`src/rtl/tensor_core_pkg.sv`:
```
// Shared definitions for the vocabulary matcher front end.
package tensor_core_pkg;

  typedef enum logic [1:0] {
    FILL   = 2'd0,
    TERM   = 2'd1,
    LAUNCH = 2'd2,
    WAIT   = 2'd3
  } state_e;

  localparam logic [7:0] NULL_CHAR     = 8'h00;
  localparam logic [7:0] DELIM_DEFAULT = 8'h20;

endpackage

```
`src/rtl/word_loader.sv`:
```
// Splits a character stream into words and loads each one, null-terminated,
// into the matcher input RAM, then starts the matcher and waits for it.
module word_loader
  import tensor_core_pkg::*;
#(
  parameter int                    ADDR_WIDTH = 4,
  parameter int                    DATA_WIDTH = 8,
  parameter logic [DATA_WIDTH-1:0] DELIM      = DATA_WIDTH'(DELIM_DEFAULT)
) (
  input  logic                  clk,
  input  logic                  rst_n,
  input  logic                  s_valid,
  input  logic [DATA_WIDTH-1:0] s_data,
  output logic                  s_ready,
  output logic                  ram_we,
  output logic [ADDR_WIDTH-1:0] ram_addr,
  output logic [DATA_WIDTH-1:0] ram_wdata,
  output logic                  cs,
  input  logic                  match_done,
  output logic [7:0]            word_count,
  output logic                  overflow,
  output logic                  text_done
);

  // Last address is kept free for the terminator.
  localparam logic [ADDR_WIDTH-1:0] WPTR_LAST = '1;
  localparam logic [DATA_WIDTH-1:0] NUL       = DATA_WIDTH'(NULL_CHAR);

  state_e                state_q, state_d;
  logic [ADDR_WIDTH-1:0] wptr_q, wptr_d;
  logic                  eot_q, eot_d;
  logic                  s_ready_d, ram_we_d, cs_d, overflow_d, text_done_d;
  logic [ADDR_WIDTH-1:0] ram_addr_d;
  logic [DATA_WIDTH-1:0] ram_wdata_d;
  logic [7:0]            word_count_d;
  logic                  accept;

  assign accept = s_valid && s_ready;

  // State, pointer and every output are registered here.
  always_ff @(posedge clk or negedge rst_n) begin
    if (!rst_n) begin
      state_q    <= FILL;
      wptr_q     <= '0;
      eot_q      <= 1'b0;
      s_ready    <= 1'b0;
      ram_we     <= 1'b0;
      ram_addr   <= '0;
      ram_wdata  <= '0;
      cs         <= 1'b0;
      word_count <= '0;
      overflow   <= 1'b0;
      text_done  <= 1'b0;
    end else begin
      state_q    <= state_d;
      wptr_q     <= wptr_d;
      eot_q      <= eot_d;
      s_ready    <= s_ready_d;
      ram_we     <= ram_we_d;
      ram_addr   <= ram_addr_d;
      ram_wdata  <= ram_wdata_d;
      cs         <= cs_d;
      word_count <= word_count_d;
      overflow   <= overflow_d;
      text_done  <= text_done_d;
    end
  end

  // Next state and next output values; pulses default low every cycle.
  always_comb begin
    state_d      = state_q;
    wptr_d       = wptr_q;
    eot_d        = eot_q;
    s_ready_d    = 1'b0;
    ram_we_d     = 1'b0;
    ram_addr_d   = ram_addr;
    ram_wdata_d  = ram_wdata;
    cs_d         = 1'b0;
    word_count_d = word_count;
    overflow_d   = overflow;
    text_done_d  = 1'b0;
    case (state_q)
      FILL: begin
        s_ready_d = 1'b1;
        if (accept) begin
          if (s_data == NUL) begin
            if (wptr_q != '0) begin
              eot_d     = 1'b1;
              state_d   = TERM;
              s_ready_d = 1'b0;
            end else begin
              text_done_d = 1'b1;
            end
          end else if (s_data == DELIM) begin
            // Leading or repeated delimiters never create empty words.
            if (wptr_q != '0) begin
              state_d   = TERM;
              s_ready_d = 1'b0;
            end
          end else if (wptr_q != WPTR_LAST) begin
            ram_we_d    = 1'b1;
            ram_addr_d  = wptr_q;
            ram_wdata_d = s_data;
            wptr_d      = wptr_q + 1'b1;
          end else begin
            overflow_d = 1'b1;
          end
        end
      end
      TERM: begin
        ram_we_d    = 1'b1;
        ram_addr_d  = wptr_q;
        ram_wdata_d = NUL;
        state_d     = LAUNCH;
      end
      LAUNCH: begin
        cs_d    = 1'b1;
        state_d = WAIT;
      end
      WAIT: begin
        if (match_done) begin
          word_count_d = word_count + 8'd1;
          wptr_d       = '0;
          s_ready_d    = 1'b1;
          state_d      = FILL;
          if (eot_q) begin
            text_done_d = 1'b1;
            eot_d       = 1'b0;
          end
        end
      end
      default: begin
        state_d = FILL;
        wptr_d  = '0;
      end
    endcase
  end

endmodule

```
`config.mk`:
```
export PLATFORM = sky130hd
export DESIGN_NAME = word_loader
export DESIGN_NICKNAME = d
export VERILOG_FILES = /design/src/rtl/tensor_core_pkg.sv /design/src/rtl/word_loader.sv
export SDC_FILE = /design/constraint.sdc
export NUM_CORES = 1
export LEC_CHECK = 0
export ABC_AREA = 1
export BUFFER_PORTS_ARGS = -buffer_cell sky130_fd_sc_hd__buf_4
export CAP_MARGIN = 15
export CORE_UTILIZATION = 46
export CTS_BUF_LIST = sky130_fd_sc_hd__clkbuf_4 sky130_fd_sc_hd__clkbuf_8
export CTS_CLUSTER_DIAMETER = 80
export CTS_CLUSTER_SIZE = 28
export DETAILED_ROUTE_END_ITERATION = 8
export GPL_ROUTABILITY_DRIVEN = 0
export PLACE_DENSITY_LB_ADDON = 0.12
export SLEW_MARGIN = 20
export SYNTH_ARGS = -nofsm -noshare
export SYNTH_HDL_FRONTEND = slang
export SYNTH_SLANG_ARGS = --single-unit
```
`constraint.sdc`:
```
create_clock -name clk -period 1.7 [get_ports clk]
set_input_delay 0.34 -clock clk [delete_from_list [all_inputs] [get_ports clk]]
set_output_delay 0.34 -clock clk [all_outputs]
set_load 0.02 [all_outputs]
```
Word level (Yosys, flattened, before mapping)
Cells that the tools add are included.

word-level totals
  register bits = 32
  input bits = 12
  output and inout port bits = 25
  logic and storage cells = 85

cells by class
  bitwise operators = 3
  equality and inequality tests = 13
  reductions and logical operators = 12
  $add $sub $neg = 2
  muxes and demuxes = 44

operator list
  operator                                       count
  2-to-1 mux 4 bit                               9
  2-to-1 mux 8 bit                               4
  2-to-1 mux 1 bit                               18
  case mux 4 bit (2 select lines)                2
  case mux 8 bit (2 select lines)                1
  AND reduction 5 bit                            3
  inequality test 2 bit, second input constant   7
  2-to-1 mux 2 bit                               5
  adder 8 x 1 -> 8 bit, second input constant    1
  == test 8 x 6 -> 1 bit, second input constant  1
  zero test 8 bit                                1
  case mux 1 bit (2 select lines)                4
  case mux 2 bit (4 select lines)                1
  AND reduction 6 bit                            1
  adder 4 x 1 -> 4 bit, second input constant    1
  == test 2 bit, second input constant           2
  inequality test 4 bit, second input constant   1
  nonzero test 2 bit                             2
  nonzero test 4 bit                             1
  inequality test 3 bit, second input constant   1
  NOT 1 bit                                      3
  AND reduction 3 bit                            1
  == test 2 x 1 -> 1 bit, second input constant  1
  zero test 2 bit                                1
  2 further kinds                                2

Depth between registers and ports, before layout
Gate-level depths: netlist of the first run.

  depth in word-level cells = 6
  depth in mapped cells = 10

Worst setup path before layout of the first run
No wires, ideal clock.

  path kind = reg2reg
  start point = register state_q[0]
  end point = register wptr_q[2]
  library setup time = 0.117 ns
  buffers on the path = 1
  stages on the path, launching flop included = 9
  required time = 1.583 ns
  path slack = 0.227 ns
  clock period less this slack = 1.473 ns
  arrival = 1.356 ns
  path through = dfrtp_1 inv_1 ha_1 buf_2 inv_1 o21ai_1 nand2_1 nand2_1 nand2_1

on the way
  cells in the longest elaborated chain, start to end = 3
  elaborated cells on any way between the ends = 10

ends and longest elaborated chain
  item                                                                   line               text
  start, declared                                                        word_loader.sv:29  state_e state_q, state_d;
  start signal, assigned                                                 word_loader.sv:55  state_q <= state_d;
  == test 2 bit or zero test 2 bit (tied branches)                       word_loader.sv:82  case (state_q)
  inequality test 2 bit (no line) or nonzero test 2 bit (tied branches)  n/a
  AND reduction 6 bit (no line)                                          n/a
  end signal, assigned                                                   word_loader.sv:56  wptr_q <= wptr_d;
  end, declared                                                          word_loader.sv:30  logic [ADDR_WIDTH-1:0] wptr_q, wptr_d;

Parallel ways exist; a longest one is shown, timed or not.
A chain may end at the register's enable or synchronous reset.

Worst setup path after layout of the first run
  start point = register state_q[0]
  end point = register wptr_q[1]

Same word-level chain as after synthesis.

==> out/metrics.json, run 1 <==
{
  "sta": {
    "final.setup.tns_ns": 0,
    "period_share": 0.921,
    "fmax_mhz": 639,
    "setup_viol": 0,
    "timing.clock.skew_ns": 0.0103,
    "timing.final.hold_violations": 0,
    "grt_setup_unrepaired": "no",
    "slew_headroom": 0.734,
    "max_slew.worst_pin.slew_ns": 0.397,
    "maxSlewViolCount": 0,
    "layout_min_cycle_time_ns": 1.57
  },
  "logic_synthesis": {
    "post_synth.cell_area_avg_um2": 8.50,
    "yosys-top-cells-area": "sky130_fd_sc_hd__dfrtp_1 50%, sky130_fd_sc_hd__nand2_1 14%, sky130_fd_sc_hd__ha_1 5.5%",
    "yosysTopAreaCell": "sky130_fd_sc_hd__dfrtp_1",
    "synth_top_cell_area_share": 0.498,
    "synthesis.nets": 208,
    "synthesis.area_um2": 1610,
    "post_synth_inst_count": 189,
    "postSynthRegisterBits": 32,
    "sequential_to_total_area_share_from_yosys_stat": 0.498,
    "synth.yosys.warnings": 0,
    "synth_cell_types": 25
  },
  "global_routing": {
    "grt_first_pass_wirelength_um": 5130,
    "grt_pass1_vias": 1187,
    "grt_start_max_net_pins": 33,
    "grt_util_all_layers": 0.195,
    "gr-total-overflow": 0,
    "grt_antenna_before_repair": 0
  },
  "routing": {
    "drtAntennaViolNets": 0,
    "detailedRoute.firstPassIterationCount": 6,
    "drt-initial-drc-count": 100,
    "post_drt_via_cell_ratio": 4.88,
    "detailed_route_wire_length_per_cell_um": 11.8,
    "num_vias": 1365,
    "route.detailed.drc": 0,
    "wl_um": 3300
  },
  "final_layout": {
    "multi_input_comb_area_um2": 713,
    "fillCellCount": 300,
    "total_area_of_sequential_cells_um2": 801,
    "syn_to_final_growth_pct": 27.0,
    "n_antenna_cell": 0,
    "drive_gt1_frac": 0.248,
    "final_net_count": 252,
    "layout_commonest_cell": "sky130_fd_sc_hd__nand2_1",
    "layout_common_cells": "61 x sky130_fd_sc_hd__nand2_1, 39 x sky130_fd_sc_hd__buf_4, 32 x sky130_fd_sc_hd__dfrtp_1"
  },
  "pwr": {
    "ir_drop_v": 0.000901,
    "total_power_mw": 3.72,
    "power_density_nw_per_um2": 1820,
    "p_leak_nw": 1.13
  },
  "placed_design": {
    "detailedPlacementHpwl_um": 2450,
    "place.port_buffers": 36
  },
  "critical_path": {
    "critical_path.max_fanout": 6,
    "timing.critical_path.max_delay_family": "flip-flops",
    "endpoint_class_of_the_critical_path": "register",
    "critPathMaxStageDelay_ns": 0.43,
    "path_buf_inv": 2,
    "path_class": "reg2reg",
    "worstPathCellList": "inv_1 > ha_1 > inv_1 > o21ai_1 > nand2_1 > nand2_1 > nand2_1",
    "crit_path_start_kind": "register",
    "slowest_stage": "sky130_fd_sc_hd__dfrtp_1",
    "critical_path.most_common_cell": "sky130_fd_sc_hd__nand2_1",
    "critical_path_arrival_ns": 1.79,
    "worstPathRequired_ns": 1.93
  },
  "flow_run": {
    "max_cap_viol_count": 0
  },
  "run_status": {
    "outcome": "complete, no violations"
  },
  "die": {
    "i_o_pins": 37,
    "die_y_um": 61.1,
    "core_area_um2": 3340,
    "floorplan.rows": 21,
    "floorplan.die_area_um2": 3730,
    "start_util": 0.481,
    "die_boundary_width_um": 61.1
  },
  "clock_tree": {
    "clock_sink_count": 32,
    "tritoncts": "done",
    "clockBufferDepth": 2,
    "cts_htree_levels": 2,
    "clock_tree.root_cell": "sky130_fd_sc_hd__clkbuf_4",
    "inserted_clock_buffers": 5,
    "clk_transition_reported_paths_ns": 0.10,
    "clock_latency_on_the_worst_skew_pair_ns": 0.34,
    "cts_setup_buffers": 0
  },
  "min_path": {
    "worst_hold_path_type": "in2reg"
  }
}
==> synthesized netlist by cell type, drive strengths merged <==
cell / number
clkinv: 1
nor3: 1
nand4: 13
o21ai: 7
nand3b: 1
nand3: 12
dfrtp: 32
or2: 1
nand2: 67
inv: 18
buf: 3
nor2: 16
o21bai: 1
a31oi: 1
xor2: 4
ha: 7
xnor2: 3
a21oi: 1
==> kinds of logic after synthesis <==
logic type,after synthesis,synth area share
flip-flops,32,0.498
XOR/XNOR,7,0.0382
buffers and inverters,22,0.0576
AO/OA/AOI/OAI,10,0.0358
adder cells (fa/ha/maj),7,0.0545
AND/OR/NAND/NOR,111,0.315
==> flip-flops by register name, summed over array words and instances (netlist names), 2 cells and up <==
register    count
ram_addr        4
ram_wdata       8
state_q         2
word_count      8
wptr_q          4
==> through the flow <==
| stage | utilization | instances | hold slack (ns) | area [um2] | setup WS, ns |
|---|---|---|---|---|---|
| after floorplan | - | 189 | 0.0444 | 1610 | 0.227 |
| after global placement | 0.580 | 271 | 0.296 | 1940 | 0.235 |
| after detailed placement | 0.580 | 271 | 0.304 | 1940 | 0.165 |
| after CTS | 0.612 | 280 | 0.234 | 2040 | 0.143 |
| after global routing | 0.612 | 280 | 0.247 | 2040 | 0.0104 |
| final | 0.612 | 280 | 0.252 | 2040 | 0.135 |
==> power breakdown <==
group | switching, mW | internal (mW) | leakage (nW)
Sequential | 0.212 | 1.03 | 0.422
Clock | 0.275 | 0.390 | 0.0515
Combinational | 1.14 | 0.686 | 0.660
Total | 1.62 | 2.10 | 1.13
==> final timing paths <==
kind                              start  slack (ns)  cells past startpoint           end
max                          state_q[0]        0.13                      7     wptr_q[1]
min                           s_data[7]        0.25                      3  ram_wdata[7]
max reg2reg                  state_q[0]        0.13                      7     wptr_q[1]
min reg2reg                ram_wdata[7]        0.48                      2  ram_wdata[7]
max in group asynchronous         rst_n        0.95                      2     wptr_q[2]
min in group asynchronous         rst_n        0.45                      2  ram_wdata[6]
==> area by class of cell <==
class,instances,share of cell area
repair buffers,40,0.148
clock inverters,1,0.0147
well taps,46,0.0282
flip-flops and latches,32,0.392
multi-input cells,135,0.349
clock buffers,7,0.0319
inverters,19,0.0349
==> what timing repair did <==
item | CTS | global route
gates resized for setup | 0 | 0
hold buffers | 1 | 0
endpoints found under the hold margin | 32 | 0
==> worst reg2reg max path, delay by kind of cell, from the launching register on <==
family / cells / cell delay, ns
AND/OR/NAND/NOR: 3 / 0.36
adder cells (fa/ha/maj): 1 / 0.17
flip-flops: 1 / 0.43
buffers and inverters: 2 / 0.17
AO/OA/AOI/OAI: 1 / 0.34
==> routing by layer <==
metal / GRT usage / up-vias / share of wire
li1: - / 697 / -
met1: 0.250 / 616 / 0.46
met2: 0.304 / 47 / 0.45
met3: 0.0588 / 5 / 0.071
met4: 0.0877 / 0 / 0.018
met5: 0 / - / 0
(Power assumes the default switching activity.)
==> run 2: changes to the inputs <==
--- a/config.mk
+++ b/config.mk
@@ -5,7 +5,6 @@
 export SDC_FILE = /design/constraint.sdc
 export NUM_CORES = 1
 export LEC_CHECK = 0
-export ABC_AREA = 1
 export BUFFER_PORTS_ARGS = -buffer_cell sky130_fd_sc_hd__buf_4
 export CAP_MARGIN = 15
 export CORE_UTILIZATION = 46
==> out/metrics.json, run 2 <==
{
  "final_layout": {
    "syn_to_final_growth_pct": 41.8,
    "drive_gt1_frac": 0.445,
    "layout_top_registers": "ram_wdata x8, word_count x8",
    "total_area_of_sequential_cells_um2": 801,
    "layout_common_cells": "64 x sky130_fd_sc_hd__buf_4, 32 x sky130_fd_sc_hd__dfrtp_1, 13 x sky130_fd_sc_hd__nand2_1",
    "multi_input_comb_area_um2": 858,
    "finish.instance_area_um2": 2340,
    "n_antenna_cell": 0,
    "layout_commonest_cell": "sky130_fd_sc_hd__buf_4",
    "fillCellCount": 270,
    "final_util": 0.689,
    "final_net_count": 238
  },
  "logic_synthesis": {
    "sequential_to_total_area_share_from_yosys_stat": 0.486,
    "synthesis.area_um2": 1650,
    "synth.yosys.warnings": 0,
    "synth_cell_types": 38,
    "synth_async_sr_flop_share": 1.00,
    "postSynthRegisterBits": 32,
    "synth_flop_cell": "sky130_fd_sc_hd__dfrtp_1",
    "synth_edf_count": 0,
    "yosys-top-cells-area": "sky130_fd_sc_hd__dfrtp_1 49%, sky130_fd_sc_hd__ha_1 5.3%, sky130_fd_sc_hd__mux2i_1 4.9%",
    "synth_most_common_cell": "sky130_fd_sc_hd__dfrtp_1",
    "synth_top_cells_by_count": "32 x sky130_fd_sc_hd__dfrtp_1, 13 x sky130_fd_sc_hd__nand2_1, 9 x sky130_fd_sc_hd__nand3_1, 9 x sky130_fd_sc_hd__o21ai_0, 8 x sky130_fd_sc_hd__mux2i_1",
    "synth_top_cell_area_share": 0.486,
    "post_synth.cell_area_avg_um2": 10.8,
    "synthesis.nets": 171,
    "post_synth_inst_count": 152,
    "yosysTopAreaCell": "sky130_fd_sc_hd__dfrtp_1"
  },
  "clock_tree": {
    "clock_sink_count": 32,
    "clock_latency_on_the_worst_skew_pair_ns": 0.34,
    "clock_tree.root_cell": "sky130_fd_sc_hd__clkbuf_4",
    "inserted_clock_buffers": 5,
    "tritoncts": "done",
    "clk_transition_reported_paths_ns": 0.11,
    "clockBufferDepth": 2,
    "cts_htree_levels": 2
  },
  "placed_design": {
    "placed_area_um2": 2130,
    "detailedPlacementHpwl_um": 2670,
    "dp_slack_ns": -0.0711,
    "place.port_buffers": 36
  },
  "sta": {
    "timing.clock.skew_ns": 0.0133,
    "max_slew.worst_pin.slew_ns": 0.393,
    "period_share": 1.03,
    "timing.final.hold_violations": 0,
    "fmax_mhz": 574,
    "setup_viol": 6,
    "layout_min_cycle_time_ns": 1.74,
    "grt_setup_unrepaired": "yes",
    "slew_headroom": 0.738,
    "final_critical_path_setup_slack_ns": -0.0426,
    "maxSlewViolCount": 0
  },
  "global_routing": {
    "gr-total-overflow": 0,
    "grt_util_all_layers": 0.215,
    "grt_start_max_net_pins": 33,
    "grt_pass1_vias": 1278,
    "grt_antenna_before_repair": 0,
    "grt_first_pass_wirelength_um": 5890
  },
  "routing": {
    "detailedRoute.firstPassIterationCount": 4,
    "wl_met2_um": 1840,
    "detailed_route_wire_length_per_cell_um": 14.1,
    "wl_met3_um": 199,
    "drtAntennaViolNets": 0,
    "post_drt_via_cell_ratio": 5.49,
    "route.detailed.drc": 0,
    "drt-initial-drc-count": 41,
    "m1_wl_um": 1650,
    "num_vias": 1461,
    "wl_um": 3740,
    "route.top_layer_used": "met4"
  },
  "die": {
    "floorplan.rows": 21,
    "i_o_pins": 37,
    "floorplan.die_area_um2": 3830,
    "die_boundary_width_um": 61.9,
    "start_util": 0.486,
    "die_y_um": 61.9,
    "core_area_um2": 3390
  },
  "critical_path": {
    "path_class": "reg2reg",
    "critical_path_arrival_ns": 1.97,
    "critical_path.max_fanout": 4,
    "endpoint_class_of_the_critical_path": "register",
    "worstPathRequired_ns": 1.93,
    "crit_path_start_kind": "register"
  },
  "pwr": {
    "ir_drop_v": 0.000962,
    "p_leak_nw": 1.16,
    "internal_power_component_mw": 2.53,
    "swShare": 0.388,
    "total_switching_power_mw": 1.61,
    "power.share.combinational": 0.524,
    "clock_power_share": 0.160,
    "power.sequential.fraction": 0.316,
    "power_density_nw_per_um2": 1770
  },
  "min_path": {
    "worst_hold_path_type": "in2reg"
  },
  "flow_run": {
    "max_cap_viol_count": 0
  },
  "run_status": {
    "failing_checks": "setup timing",
    "outcome": "finished with violations"
  }
}
-- run 2: cell types whose count changed after synthesis, moves of 8 or more --
cell | before | now
sky130_fd_sc_hd__inv_1 | 17 | 6
sky130_fd_sc_hd__mux2i_1 | 0 | 8
sky130_fd_sc_hd__nand2_1 | 61 | 13
sky130_fd_sc_hd__nand4_1 | 13 | 5
sky130_fd_sc_hd__nor2_1 | 16 | 4
-- run 2: layout make-up --
class / count / share of cell area
multi-input combinational: 108 / 0.367
sequential: 32 / 0.343
timing repair buffer: 66 / 0.215
clock buffer: 7 / 0.0279
tap: 46 / 0.0246
clock inverter: 1 / 0.0129
inverter: 6 / 0.00964
-- run 2: worst max-delay path, stage by stage, from the launching register on --
cell and delay (ns):
sky130_fd_sc_hd__dfrtp_1 0.44, sky130_fd_sc_hd__ha_2 0.21, sky130_fd_sc_hd__and3_4 0.19, sky130_fd_sc_hd__a211oi_2 0.30, sky130_fd_sc_hd__o21bai_2 0.13, sky130_fd_sc_hd__a221o_1 0.36
-- run 2: power groups by stage --
stage               combinational (mW)  clock [mW]  sequential [mW]
floorplan                        0.927           0             1.54
global placement                  1.93           0             1.29
CTS                               2.12       0.676             1.31
detailed placement                1.97           0             1.31
finish                            2.17       0.662             1.31
global route                      2.37       0.704             1.36
-- run 2: per-stage QoR --
step	total power [mW]	TNS [ns]	instances	hold slack [ns]
final	4.14	-0.121	266	0.278
after floorplan	2.47	-0.115	152	0.0444
after CTS	4.11	-0.0124	264	0.281
after global placement	3.22	-0.0346	250	0.293
after global routing	4.43	-0.973	266	0.288
after detailed placement	3.29	-0.447	250	0.301
-- run 2: worst paths after layout --
path | start | endpoint | slack, ns | depth (start not counted)
setup / recovery | wptr_q[0] | wptr_q[0] | -0.04 | 5
min in group asynchronous | rst_n | ram_wdata[2] | 0.46 | 2
hold / removal | s_data[1] | ram_wdata[1] | 0.28 | 3
setup reg to reg | wptr_q[0] | wptr_q[0] | -0.04 | 5
max in group asynchronous | rst_n | overflow | 0.95 | 2
hold reg to reg | overflow | overflow | 0.48 | 1
-- run 2: timing repair --
| action | 4_1_cts | 5_1_grt |
|---|---|---|
| pin swaps | 3 | 6 |
| endpoints found under the setup margin | 17 | 21 |
| cloned | 0 | 0 |
| endpoints found under the hold margin | 32 | 0 |
| setup buffers | 5 | 2 |
| hold buffers | 1 | 0 |
| resized for setup | 9 | 11 |
-- run 2: cells by family after synthesis --
kind of cell / count (synthesis) / synth area share
AOI/OAI and AO/OA: 33 / 0.144
xor gates and xnor gates: 7 / 0.0372
adders and majority gates: 7 / 0.0531
buffers and inverters: 12 / 0.0364
DFF: 32 / 0.486
muxes: 13 / 0.0828
and+or+nand+nor: 48 / 0.160
-- run 2: metal layers --
metal  global-route usage  vias to the layer above
met5                    0                        -
met4               0.0794                        0
met3               0.0642                        6
met2                0.366                       51
met1                0.258                      715
li1                     -                      689
==> run 3: changes to the inputs <==
--- a/config.mk
+++ b/config.mk
@@ -7,7 +7,7 @@
 export LEC_CHECK = 0
 export BUFFER_PORTS_ARGS = -buffer_cell sky130_fd_sc_hd__buf_4
 export CAP_MARGIN = 15
-export CORE_UTILIZATION = 46
+export CORE_UTILIZATION = 55
 export CTS_BUF_LIST = sky130_fd_sc_hd__clkbuf_4 sky130_fd_sc_hd__clkbuf_8
 export CTS_CLUSTER_DIAMETER = 80
 export CTS_CLUSTER_SIZE = 28
==> out/metrics.json, run 3 (synthesized netlist as in run 2, its figures left out) <==
{
  "run_status": {
    "outcome": "finished with violations",
    "failing_checks": "DRC, setup timing"
  },
  "routing": {
    "detailed_route_wire_length_per_cell_um": 17.7,
    "drtAntennaViolNets": 0,
    "wl_um": 4560,
    "route.detailed.drc": 4,
    "detailedRoute.firstPassIterationCount": 6,
    "drt-initial-drc-count": 123,
    "num_vias": 1538,
    "post_drt_via_cell_ratio": 5.96
  },
  "critical_path": {
    "critical_path.startpoint": "wptr_q[0]",
    "path_class": "reg2reg",
    "worstRegToRegCells": 6,
    "critical_path_arrival_ns": 2.03,
    "slowest_stage": "sky130_fd_sc_hd__dfrtp_1",
    "worstPathCellList": "inv_2 > ha_4 > nor3b_4 > a221o_1 > a21oi_2 > mux2_4",
    "worstReg2RegEnd": "state_q[1]",
    "critical_path.max_fanout": 4,
    "critical_path.reg2reg.startpoint": "wptr_q[0]",
    "crit_path_start_kind": "register",
    "critPathMaxStageDelay_ns": 0.44,
    "endpoint_class_of_the_critical_path": "register",
    "internal_reg_to_reg_setup_slack_ns": -0.09,
    "worstPathRequired_ns": 1.93
  },
  "sta": {
    "timing.final.hold_violations": 0,
    "fmax_mhz": 558,
    "worst_hold_slack_ns": 0.288,
    "maxSlewViolCount": 0,
    "slew_headroom": 0.724,
    "final_critical_path_setup_slack_ns": -0.0930,
    "period_share": 1.05,
    "layout_min_cycle_time_ns": 1.79,
    "max_slew.worst_pin.slew_ns": 0.414,
    "grt_setup_unrepaired": "yes",
    "timing.clock.skew_ns": 0.00840,
    "setup_viol": 6
  },
  "min_path": {
    "hp-start": "s_data[3]",
    "worst_hold_path_type": "in2reg",
    "holdPathEnd": "ram_wdata[3]",
    "min_path_cells": 3
  },
  "pwr": {
    "p_leak_nw": 1.20,
    "power_density_nw_per_um2": 1830,
    "ir_drop_v": 0.00144
  },
  "final_layout": {
    "layout_top_registers": "ram_wdata x8, word_count x8",
    "multi_input_comb_area_um2": 895,
    "layout_common_cells": "70 x sky130_fd_sc_hd__buf_4, 32 x sky130_fd_sc_hd__dfrtp_1, 13 x sky130_fd_sc_hd__nand2_1",
    "fillCellCount": 156,
    "total_area_of_sequential_cells_um2": 801,
    "syn_to_final_growth_pct": 45.6,
    "finish.instance_area_um2": 2400,
    "final_net_count": 245,
    "layout_commonest_cell": "sky130_fd_sc_hd__buf_4",
    "drive_gt1_frac": 0.467,
    "n_antenna_cell": 0
  },
  "die": {
    "floorplan.die_area_um2": 3220,
    "die_y_um": 56.7,
    "core_area_um2": 2810,
    "floorplan.rows": 19,
    "start_util": 0.587,
    "i_o_pins": 37,
    "die_boundary_width_um": 56.7
  },
  "placed_design": {
    "detailedPlacementHpwl_um": 2800,
    "place.port_buffers": 36,
    "placed_area_um2": 2130
  },
  "clock_tree": {
    "clockBufferDepth": 2,
    "clock_latency_on_the_worst_skew_pair_ns": 0.35,
    "clock_tree.root_cell": "sky130_fd_sc_hd__clkbuf_4",
    "clock_sink_count": 32,
    "cts_htree_levels": 2,
    "inserted_clock_buffers": 5,
    "clk_transition_reported_paths_ns": 0.11,
    "tritoncts": "done"
  },
  "global_routing": {
    "grt_antenna_before_repair": 0,
    "grt_first_pass_wirelength_um": 6830,
    "grt_pass1_vias": 1482,
    "grt_start_max_net_pins": 33,
    "gr-total-overflow": 0,
    "grt_util_all_layers": 0.281
  },
  "flow_run": {
    "max_cap_viol_count": 0
  }
}
run 3: worst max-delay path, delay by kind of cell, from the launching register on:
family | cells | cell delay [ns]
compound gates | 2 | 0.54
flops | 1 | 0.44
mux | 1 | 0.32
fa+ha+maj | 1 | 0.15
simple gates | 1 | 0.15
buf+inv | 1 | 0.07
run 3: repair_timing:
action | CTS | global route
pin swaps | 3 | 6
hold endpoints to repair | 32 | 0
setup buffers | 5 | 6
hold buffers | 1 | 0
cloned | 0 | 0
endpoints found under the setup margin | 17 | 20
gates resized for setup | 11 | 17
run 3: power by group:
| group | internal (mW) | leakage, nW | total [mW] | switching [mW] |
|---|---|---|---|---|
| registers | 1.05 | 0.405 | 1.33 | 0.276 |
| clock network | 0.324 | 0.0456 | 0.601 | 0.277 |
| logic | 1.22 | 0.751 | 2.45 | 1.22 |
| total | 2.60 | 1.20 | 4.38 | 1.78 |
run 3: worst max-delay path by stage:
stage          cells after the start  slack (ns)      endpoint
2_1_floorplan                      6       -0.03   ram_addr[0]
3_3_place_gp                       6       -0.03    state_q[1]
3_5_place_dp                       7       -0.09  ram_wdata[2]
4_1_cts                            6       -0.05    state_q[1]
5_1_grt                            6       -0.15    state_q[1]
6_report                           6       -0.09    state_q[1]
run 3: cell type report:
cell class / instances / share of cell area
clock buffers: 6 / 0.0188
well taps: 31 / 0.0162
repair buffers: 73 / 0.234
inverters: 6 / 0.00939
multi-input cells: 108 / 0.373
clock inverters: 2 / 0.0146
flip-flops and latches: 32 / 0.334
run 3: stage by stage:
stage                     setup slack (ns)  utilization  std cells  setup TNS [ns]  power [mW]
after floorplan                    -0.0254            -        152          -0.115        2.47
after global placement             -0.0300        0.760        238         -0.0538        3.23
after detailed placement           -0.0882        0.760        238          -0.623        3.33
after CTS                          -0.0466        0.818        252         -0.0466        4.09
after global routing                -0.155        0.855        258           -1.06        4.60
final                              -0.0930        0.855        258          -0.388        4.38
run 3: per-layer routing:
metal | wire length, um | vias to the layer above | global-route usage
met5 | 0 | - | 0
met4 | 91 | 0 | 0.118
met3 | 224 | 13 | 0.0599
met2 | 2350 | 60 | 0.491
met1 | 1890 | 763 | 0.333
li1 | - | 702 | -
